## config.mk

```make
export PLATFORM = sky130hd
export DESIGN_NAME = mem_arbiter_flat
export DESIGN_NICKNAME = d
export VERILOG_FILES = /design/src/rtl/mem_arb_pkg.sv /design/src/rtl/mem_arbiter_if.sv /design/src/rtl/mem_arbiter_rr_arb2.sv /design/src/rtl/mem_arbiter.sv /design/src/flat_wrapper.sv
export SDC_FILE = /design/constraint.sdc
export NUM_CORES = 1
export LEC_CHECK = 0
export CAP_MARGIN = 20
export CORE_AREA = 3 3 122 124
export DETAILED_ROUTE_END_ITERATION = 8
export DIE_AREA = 0 0 125 127
export GPL_ROUTABILITY_DRIVEN = 0
export PLACE_DENSITY = 0.77
export SLEW_MARGIN = 20
export SYNTH_ARGS = -nofsm -noshare
export SYNTH_HDL_FRONTEND = slang
export SYNTH_SLANG_ARGS = --single-unit
export TNS_END_PERCENT = 50
```

## constraint.sdc

```tcl
create_clock -name clk -period 3.6 [get_ports clk]
set_input_delay 0.36 -clock clk [delete_from_list [all_inputs] [get_ports clk]]
set_output_delay 0.36 -clock clk [all_outputs]
set_load 0.01 [all_outputs]
```

## src/rtl/mem_arb_pkg.sv

```systemverilog
// Shared types and constants for the icache/dcache memory-port arbiter.
package mem_arb_pkg;

  typedef enum logic [1:0] {
    IDLE,
    ISSUE,
    WAIT_RD,
    RESP
  } state_t;

  typedef logic req_id_t;

  localparam req_id_t REQ_I = 1'b0;
  localparam req_id_t REQ_D = 1'b1;

  function automatic logic [1:0] id_onehot(input req_id_t id);
    return (id == REQ_D) ? 2'b10 : 2'b01;
  endfunction

endpackage

```

## src/rtl/mem_arbiter_if.sv

```systemverilog
// Requester and memory-side signals of mem_arbiter; master is the arbiter's view,
// slave is the view of whatever drives the requesters and the memory system.
interface mem_arbiter_if #(
  parameter int ADDR_W = 32,
  parameter int DATA_W = 32
);
  localparam int MASK_W = DATA_W / 8;

  logic              i_req_valid;
  logic              i_req_ready;
  logic [ADDR_W-1:0] i_req_addr;
  logic              i_req_we;
  logic [DATA_W-1:0] i_req_wdata;
  logic [MASK_W-1:0] i_req_wmask;
  logic              i_resp_valid;
  logic [DATA_W-1:0] i_resp_data;

  logic              d_req_valid;
  logic              d_req_ready;
  logic [ADDR_W-1:0] d_req_addr;
  logic              d_req_we;
  logic [DATA_W-1:0] d_req_wdata;
  logic [MASK_W-1:0] d_req_wmask;
  logic              d_resp_valid;
  logic [DATA_W-1:0] d_resp_data;

  logic              mem_req_valid;
  logic              mem_req_ready;
  logic [ADDR_W-1:0] mem_req_addr;
  logic              mem_req_we;
  logic [DATA_W-1:0] mem_req_wdata;
  logic [MASK_W-1:0] mem_req_wmask;
  logic              mem_resp_valid;
  logic [DATA_W-1:0] mem_resp_data;

  logic              busy;
  logic              grant_d;

  modport master (
    input  i_req_valid, i_req_addr, i_req_we, i_req_wdata, i_req_wmask,
    output i_req_ready, i_resp_valid, i_resp_data,
    input  d_req_valid, d_req_addr, d_req_we, d_req_wdata, d_req_wmask,
    output d_req_ready, d_resp_valid, d_resp_data,
    output mem_req_valid, mem_req_addr, mem_req_we, mem_req_wdata, mem_req_wmask,
    input  mem_req_ready, mem_resp_valid, mem_resp_data,
    output busy, grant_d
  );

  modport slave (
    output i_req_valid, i_req_addr, i_req_we, i_req_wdata, i_req_wmask,
    input  i_req_ready, i_resp_valid, i_resp_data,
    output d_req_valid, d_req_addr, d_req_we, d_req_wdata, d_req_wmask,
    input  d_req_ready, d_resp_valid, d_resp_data,
    input  mem_req_valid, mem_req_addr, mem_req_we, mem_req_wdata, mem_req_wmask,
    output mem_req_ready, mem_resp_valid, mem_resp_data,
    input  busy, grant_d
  );

endinterface

```

## src/rtl/mem_arbiter_rr_arb2.sv

```systemverilog
// Two-way round-robin pick: a lone requester wins, a tie goes to the one not granted last.
module rr_arb2
  import mem_arb_pkg::*;
(
  input  logic [1:0] valid,
  input  req_id_t    last_grant,
  output logic [1:0] grant,
  output req_id_t    winner
);

  always_comb begin
    winner = REQ_I;
    grant  = '0;
    if (valid == 2'b11) begin
      winner = (last_grant == REQ_D) ? REQ_I : REQ_D;
    end else if (valid[1]) begin
      winner = REQ_D;
    end
    if (valid != 2'b00) begin
      grant = id_onehot(winner);
    end
  end

endmodule

```

## src/rtl/mem_arbiter.sv

```systemverilog
// Shares the single memory port between icache and dcache miss paths, one
// transaction in flight, round-robin on ties, read data routed back to its owner.
module mem_arbiter
  import mem_arb_pkg::*;
#(
  parameter int ADDR_W = 32,
  parameter int DATA_W = 32
) (
  input  logic          clk,
  input  logic          rst,
  mem_arbiter_if.master bus
);

  localparam int MASK_W = DATA_W / 8;

  state_t            state;
  req_id_t           last_grant;
  logic              grant_d_q;
  logic              idle;
  logic [1:0]        grant;
  req_id_t           winner;

  logic              req_valid_q;
  logic [ADDR_W-1:0] req_addr_q;
  logic              req_we_q;
  logic [DATA_W-1:0] req_wdata_q;
  logic [MASK_W-1:0] req_wmask_q;

  logic [DATA_W-1:0] resp_data_q;
  logic              i_resp_valid_q;
  logic              d_resp_valid_q;

  logic [ADDR_W-1:0] sel_addr;
  logic              sel_we;
  logic [DATA_W-1:0] sel_wdata;
  logic [MASK_W-1:0] sel_wmask;

  rr_arb2 u_rr_arb2 (
    .valid      ({bus.d_req_valid, bus.i_req_valid}),
    .last_grant (last_grant),
    .grant      (grant),
    .winner     (winner)
  );

  // Ready is combinational in IDLE only; suppressed while reset is held.
  assign idle            = (state == IDLE);
  assign bus.i_req_ready = idle & ~rst & grant[0];
  assign bus.d_req_ready = idle & ~rst & grant[1];

  always_comb begin
    if (winner == REQ_D) begin
      sel_addr  = bus.d_req_addr;
      sel_we    = bus.d_req_we;
      sel_wdata = bus.d_req_wdata;
      sel_wmask = bus.d_req_wmask;
    end else begin
      sel_addr  = bus.i_req_addr;
      sel_we    = bus.i_req_we;
      sel_wdata = bus.i_req_wdata;
      sel_wmask = bus.i_req_wmask;
    end
  end

  always_ff @(posedge clk) begin
    if (rst) begin
      state          <= IDLE;
      last_grant     <= REQ_I;
      grant_d_q      <= 1'b0;
      req_valid_q    <= 1'b0;
      req_addr_q     <= '0;
      req_we_q       <= 1'b0;
      req_wdata_q    <= '0;
      req_wmask_q    <= '0;
      resp_data_q    <= '0;
      i_resp_valid_q <= 1'b0;
      d_resp_valid_q <= 1'b0;
    end else begin
      i_resp_valid_q <= 1'b0;
      d_resp_valid_q <= 1'b0;
      unique case (state)
        IDLE: begin
          if (grant != 2'b00) begin
            req_addr_q  <= sel_addr;
            req_we_q    <= sel_we;
            req_wdata_q <= sel_wdata;
            req_wmask_q <= sel_wmask;
            req_valid_q <= 1'b1;
            grant_d_q   <= winner;
            last_grant  <= winner;
            state       <= ISSUE;
          end
        end
        ISSUE: begin
          if (bus.mem_req_ready) begin
            req_valid_q <= 1'b0;
            state       <= req_we_q ? IDLE : WAIT_RD;
          end
        end
        WAIT_RD: begin
          if (bus.mem_resp_valid) begin
            resp_data_q    <= bus.mem_resp_data;
            i_resp_valid_q <= ~grant_d_q;
            d_resp_valid_q <= grant_d_q;
            state          <= RESP;
          end
        end
        RESP: begin
          state <= IDLE;
        end
        default: begin
          state <= IDLE;
        end
      endcase
    end
  end

  assign bus.mem_req_valid = req_valid_q;
  assign bus.mem_req_addr  = req_addr_q;
  assign bus.mem_req_we    = req_we_q;
  assign bus.mem_req_wdata = req_wdata_q;
  assign bus.mem_req_wmask = req_wmask_q;
  assign bus.i_resp_valid  = i_resp_valid_q;
  assign bus.d_resp_valid  = d_resp_valid_q;
  assign bus.i_resp_data   = resp_data_q;
  assign bus.d_resp_data   = resp_data_q;
  assign bus.busy          = ~idle;
  assign bus.grant_d       = grant_d_q;

  a_ready_only_idle: assert property (@(posedge clk) disable iff (rst)
    (bus.i_req_ready || bus.d_req_ready) |-> idle);

  a_resp_exclusive: assert property (@(posedge clk) disable iff (rst)
    !(bus.i_resp_valid && bus.d_resp_valid));

  a_req_stable: assert property (@(posedge clk) disable iff (rst)
    (bus.mem_req_valid && !bus.mem_req_ready) |=>
      (bus.mem_req_valid && $stable(bus.mem_req_addr) && $stable(bus.mem_req_we)
       && $stable(bus.mem_req_wdata) && $stable(bus.mem_req_wmask)));

endmodule

```

## src/flat_wrapper.sv

```systemverilog
// flat-port wrapper written by rule: the top's interface ports become plain ports
module mem_arbiter_flat import mem_arb_pkg::*;
#(
  parameter int ADDR_W = 32,
  parameter int DATA_W = 32
)
  (clk, rst, bus_i_req_valid, bus_i_req_addr, bus_i_req_we, bus_i_req_wdata, bus_i_req_wmask, bus_i_req_ready, bus_i_resp_valid, bus_i_resp_data, bus_d_req_valid, bus_d_req_addr, bus_d_req_we, bus_d_req_wdata, bus_d_req_wmask, bus_d_req_ready, bus_d_resp_valid, bus_d_resp_data, bus_mem_req_valid, bus_mem_req_addr, bus_mem_req_we, bus_mem_req_wdata, bus_mem_req_wmask, bus_mem_req_ready, bus_mem_resp_valid, bus_mem_resp_data, bus_busy, bus_grant_d);
  mem_arbiter_if #(.ADDR_W(ADDR_W), .DATA_W(DATA_W)) bus_i ();
  input  logic clk;
  input  logic rst;
  input wire logic [$bits(bus_i.i_req_valid)-1:0] bus_i_req_valid;
  input wire logic [$bits(bus_i.i_req_addr)-1:0] bus_i_req_addr;
  input wire logic [$bits(bus_i.i_req_we)-1:0] bus_i_req_we;
  input wire logic [$bits(bus_i.i_req_wdata)-1:0] bus_i_req_wdata;
  input wire logic [$bits(bus_i.i_req_wmask)-1:0] bus_i_req_wmask;
  output wire logic [$bits(bus_i.i_req_ready)-1:0] bus_i_req_ready;
  output wire logic [$bits(bus_i.i_resp_valid)-1:0] bus_i_resp_valid;
  output wire logic [$bits(bus_i.i_resp_data)-1:0] bus_i_resp_data;
  input wire logic [$bits(bus_i.d_req_valid)-1:0] bus_d_req_valid;
  input wire logic [$bits(bus_i.d_req_addr)-1:0] bus_d_req_addr;
  input wire logic [$bits(bus_i.d_req_we)-1:0] bus_d_req_we;
  input wire logic [$bits(bus_i.d_req_wdata)-1:0] bus_d_req_wdata;
  input wire logic [$bits(bus_i.d_req_wmask)-1:0] bus_d_req_wmask;
  output wire logic [$bits(bus_i.d_req_ready)-1:0] bus_d_req_ready;
  output wire logic [$bits(bus_i.d_resp_valid)-1:0] bus_d_resp_valid;
  output wire logic [$bits(bus_i.d_resp_data)-1:0] bus_d_resp_data;
  output wire logic [$bits(bus_i.mem_req_valid)-1:0] bus_mem_req_valid;
  output wire logic [$bits(bus_i.mem_req_addr)-1:0] bus_mem_req_addr;
  output wire logic [$bits(bus_i.mem_req_we)-1:0] bus_mem_req_we;
  output wire logic [$bits(bus_i.mem_req_wdata)-1:0] bus_mem_req_wdata;
  output wire logic [$bits(bus_i.mem_req_wmask)-1:0] bus_mem_req_wmask;
  input wire logic [$bits(bus_i.mem_req_ready)-1:0] bus_mem_req_ready;
  input wire logic [$bits(bus_i.mem_resp_valid)-1:0] bus_mem_resp_valid;
  input wire logic [$bits(bus_i.mem_resp_data)-1:0] bus_mem_resp_data;
  output wire logic [$bits(bus_i.busy)-1:0] bus_busy;
  output wire logic [$bits(bus_i.grant_d)-1:0] bus_grant_d;
  assign bus_i.i_req_valid = bus_i_req_valid;
  assign bus_i.i_req_addr = bus_i_req_addr;
  assign bus_i.i_req_we = bus_i_req_we;
  assign bus_i.i_req_wdata = bus_i_req_wdata;
  assign bus_i.i_req_wmask = bus_i_req_wmask;
  assign bus_i_req_ready = bus_i.i_req_ready;
  assign bus_i_resp_valid = bus_i.i_resp_valid;
  assign bus_i_resp_data = bus_i.i_resp_data;
  assign bus_i.d_req_valid = bus_d_req_valid;
  assign bus_i.d_req_addr = bus_d_req_addr;
  assign bus_i.d_req_we = bus_d_req_we;
  assign bus_i.d_req_wdata = bus_d_req_wdata;
  assign bus_i.d_req_wmask = bus_d_req_wmask;
  assign bus_d_req_ready = bus_i.d_req_ready;
  assign bus_d_resp_valid = bus_i.d_resp_valid;
  assign bus_d_resp_data = bus_i.d_resp_data;
  assign bus_mem_req_valid = bus_i.mem_req_valid;
  assign bus_mem_req_addr = bus_i.mem_req_addr;
  assign bus_mem_req_we = bus_i.mem_req_we;
  assign bus_mem_req_wdata = bus_i.mem_req_wdata;
  assign bus_mem_req_wmask = bus_i.mem_req_wmask;
  assign bus_i.mem_req_ready = bus_mem_req_ready;
  assign bus_i.mem_resp_valid = bus_mem_resp_valid;
  assign bus_i.mem_resp_data = bus_mem_resp_data;
  assign bus_busy = bus_i.busy;
  assign bus_grant_d = bus_i.grant_d;
  mem_arbiter #(.ADDR_W(ADDR_W), .DATA_W(DATA_W)) u_core (.clk(clk), .rst(rst), .bus(bus_i));
endmodule
```

==> flow_summary.rst <==
.. list-table::
   :header-rows: 1

   * - Metric
     - Value
   * - Result of the run
     - finished, final reports clean
   * - Core region area
     - around 14,000 sq um
   * - Leakage component of the power
     - 2.89 nW
   * - Worst skew pair latency
     - 340 ps
   * - Start of the worst register-to-register path
     - u_core.last_grant
   * - Net count reported at finish
     - about 1,000
   * - Worst setup skew after layout
     - between 6 and 7 ps
   * - Average size of a mapped cell
     - between 8 and 9 sq um
   * - Non-filler instance count after layout
     - a little over 1,000
   * - Distinct cell type count of the synthesized netlist
     - 23
   * - Setup violation total in the final timing report
     - 0
   * - Via/cell ratio
     - roughly 5
   * - Maximum fanout count along the critical path
     - 4
   * - Arrival time at the worst endpoint
     - approximately 1900 ps
   * - Number of buffers created by CTS
     - 9
   * - Hold buffers post-CTS
     - 0
   * - CTS tree
     - done
   * - Endpoint kind of the worst setup timing path
     - output port
   * - Reg-to-reg setup timing slack
     - ~1700 ps
   * - Total Routed Length
     - between 15,000 and 20,000 um
   * - Vias in the first global route
     - 4,813
   * - Filler instances
     - 1,278
   * - Pin count of the biggest net entering global routing
     - 75
   * - Die X-Extent
     - between 100 and 150 um
   * - I/O pin count
     - 316
   * - Total via count in the routed design
     - 5,060
   * - Port Buffers
     - 315
   * - Antenna cells
     - 0
   * - Worst reg2reg endpoint
     - u_core.bus.mem_req_addr[25]
   * - Post-detailed-route wirelength per cell
     - approximately 16 um
   * - Clock period minus worst slack
     - 2250 ps
   * - Total of flip-flops plus latches after synthesis
     - approximately 110
   * - HPWL after detailed placement
     - 11,600 um
   * - Total congestion overflow
     - 0
   * - Syn Nets
     - a little under 800
   * - Total instance count after detailed placement
     - approximately 1,000
   * - Post-route fraction of the period consumed by the critical path
     - 62.6%
   * - FF-to-FF path depth
     - 4
   * - Clock Path Buffers
     - 2
   * - GRT Overall Usage
     - between 10% and 20%
   * - Hold depth
     - 2
   * - Initial antenna violation count
     - 0
   * - Violation count after the first detailed-routing iteration
     - approximately 210
   * - Final cell area excluding filler cells
     - around 8000 sq um
   * - Clk Tree Root Cell
     - sky130_fd_sc_hd__clkbuf_16
   * - Post-route DRC
     - 0
   * - # clock sinks
     - roughly 110
   * - Number of iterations in the first detailed-routing pass
     - 4
   * - P&R area growth vs syn
     - 69.1%
   * - Worst Hold Launch
     - u_core.bus.d_resp_data[19]
   * - Nature of the critical path startpoint
     - input port
   * - Number of placement rows
     - 43
   * - Yosys warning total
     - 0
   * - Clock-pin slew on the worst setup and hold paths
     - around 60 ps
   * - Post-Syn Area
     - around 4700 sq um
   * - Remaining antenna violation count after routing
     - 0
   * - Post-CTS setup buffer count
     - 0
   * - Number of standard cells after synthesis
     - a little under 600
   * - Fraction of layout cells with a size suffix above 1
     - under 10%
   * - Placement Cell Area
     - slightly below 8000 sq um
   * - Type of the most critical hold path
     - reg2reg
   * - Setup repair after global routing missed its margin
     - no
   * - Register area share after synthesis
     - between 40% and 50%
   * - Max Cap Violations
     - 0
   * - Total power density per cell area
     - 415 nW/um^2
   * - Slew Limit Headroom
     - between 40% and 50%
   * - # H-tree levels
     - 3
   * - Worst slew pin tran
     - roughly 810 ps
   * - Initial standard-cell utilization of the core
     - between 30 and 40%
   * - Post-cts repair resize count
     - 0
   * - Hold Fails Final Rpt
     - 0
   * - Maximum clock frequency
     - 0.444 GHz
   * - Worst min-delay path endpoint
     - u_core.bus.d_resp_data[19]
   * - Setup_tns
     - 0 ps
   * - Final number of max-transition violations
     - 0
   * - First-pass GRT wire length
     - 25,800 um
   * - Die ar.
     - around 16,000 sq um
   * - Die outline height
     - around 130 um
   * - Highest ir drop seen on vdd
     - between 0.2 and 0.3 mV
   * - Required time at the worst-slack endpoint
     - 3240 ps
   * - Class of the most critical setup path
     - in2out
## metal layers
layer	share of wire, %	vias to the layer above	GRT usage [%]
li1	-	2531	-
met1	40	2264	23.4
met2	50	242	34.4
met3	8.2	23	5.89
met4	2.4	0	7.59
met5	0	-	0
## cell usage in the layout (no fill, tap or decap), types with 2 or more instances in the layout
cell                              count
sky130_fd_sc_hd__dfxtp_1            107
sky130_fd_sc_hd__a21oi_1            106
sky130_fd_sc_hd__nor3_1               2
sky130_fd_sc_hd__bufinv_16            2
sky130_fd_sc_hd__buf_12               2
sky130_fd_sc_hd__a311oi_1            59
sky130_fd_sc_hd__clkbuf_16            9
sky130_fd_sc_hd__nand2_1            205
sky130_fd_sc_hd__o21ai_0              3
sky130_fd_sc_hd__clkdlybuf4s50_1    314
sky130_fd_sc_hd__clkinv_2             3
sky130_fd_sc_hd__a311oi_2            10
sky130_fd_sc_hd__nor2_4               2
sky130_fd_sc_hd__clkbuf_8             2
sky130_fd_sc_hd__buf_4                7
## logic make-up (layout without fill, tap and decap cells)
| logic type | Yosys count | in the layout | share of synthesized area (%) |
|---|---|---|---|
| buffers and inverters | 89 | 340 | 10.9 |
| AO/OA/AOI/OAI | 180 | 180 | 26.0 |
| AND/OR/NAND/NOR | 217 | 217 | 18.0 |
| flip-flops | 107 | 107 | 45.1 |
## synthesized netlist by cell type (all sizes together)
master	n	share of area (%)
nand2	205	16
dfxtp	107	45
a21oi	106	11
buf	76	9.9
a311oi	69	14
clkbuf	12	0.95
nor2	3	0.55
o21ai	3	0.32
nor3	2	0.21
a21bo	1	0.21
a21boi	1	0.24
and3b	1	0.18
inv	1	0.079
nand2b	1	0.13
nand3b	1	0.16
nor3b	1	0.16
nor4	1	0.13
or2	1	0.13
or3	1	0.13
## worst max-delay path by stage
stage,start,endpoint
after global placement,bus_i_req_valid,u_core.bus.mem_req_addr[25]
after CTS,bus_i_req_valid,bus_i_req_ready
after floorplan,rst,bus_i_req_ready
final,bus_i_req_valid,bus_i_req_ready
after global routing,bus_i_req_valid,bus_i_req_ready
after detailed placement,bus_i_req_valid,u_core.bus.mem_req_addr[17]
## state kept, by name, indices dropped and copies added (netlist names), named ones only
name                      cells
u_core.bus.d_resp_data       32
u_core.bus.d_resp_valid       1
u_core.bus.i_resp_valid       1
u_core.bus.mem_req_addr      32
u_core.bus.mem_req_valid      1
u_core.bus.mem_req_wdata     32
u_core.bus.mem_req_we         1
u_core.bus.mem_req_wmask      4
u_core.last_grant             1
u_core.state                  1
## final cells by class
cell class,instances,area [sq um],share of cell area (%)
repair buffers,323,3240,40.3
flip-flops and latches,107,2140,26.7
multi-input cells,397,2100,26.1
clock buffers,11,253,3.15
well taps,180,225,2.80
clock inverters,5,75.1,0.935
inverters,1,3.75,0.0467
## per-stage QoR
step | power, mW | hold slack (ps) | utilization, % | setup WS, ps
detailed placement | 2.29 | 465 | 55.5 | 1250
floorplan | 1.79 | 493 | - | 2080
global route | 3.49 | 502 | 57.9 | 1270
finish | 3.34 | 472 | 57.9 | 1350
CTS | 3.38 | 476 | 57.9 | 1340
global placement | 2.28 | 457 | 55.5 | 1290
## power breakdown
part | total [mW] | switching, mW | internal [mW]
combinational | 0.892 | 0.396 | 0.496
clock | 1.08 | 0.435 | 0.644
sequential | 1.36 | 0.0672 | 1.30
total | 3.34 | 0.899 | 2.44
## critical path, stage by stage
cell and delay, ps:
sky130_fd_sc_hd__clkdlybuf4s50_1 570, sky130_fd_sc_hd__nor2_1 140, sky130_fd_sc_hd__nor4_1 240, sky130_fd_sc_hd__clkdlybuf4s50_1 580
No activity file was read; power rests on OpenSTA's default activity.
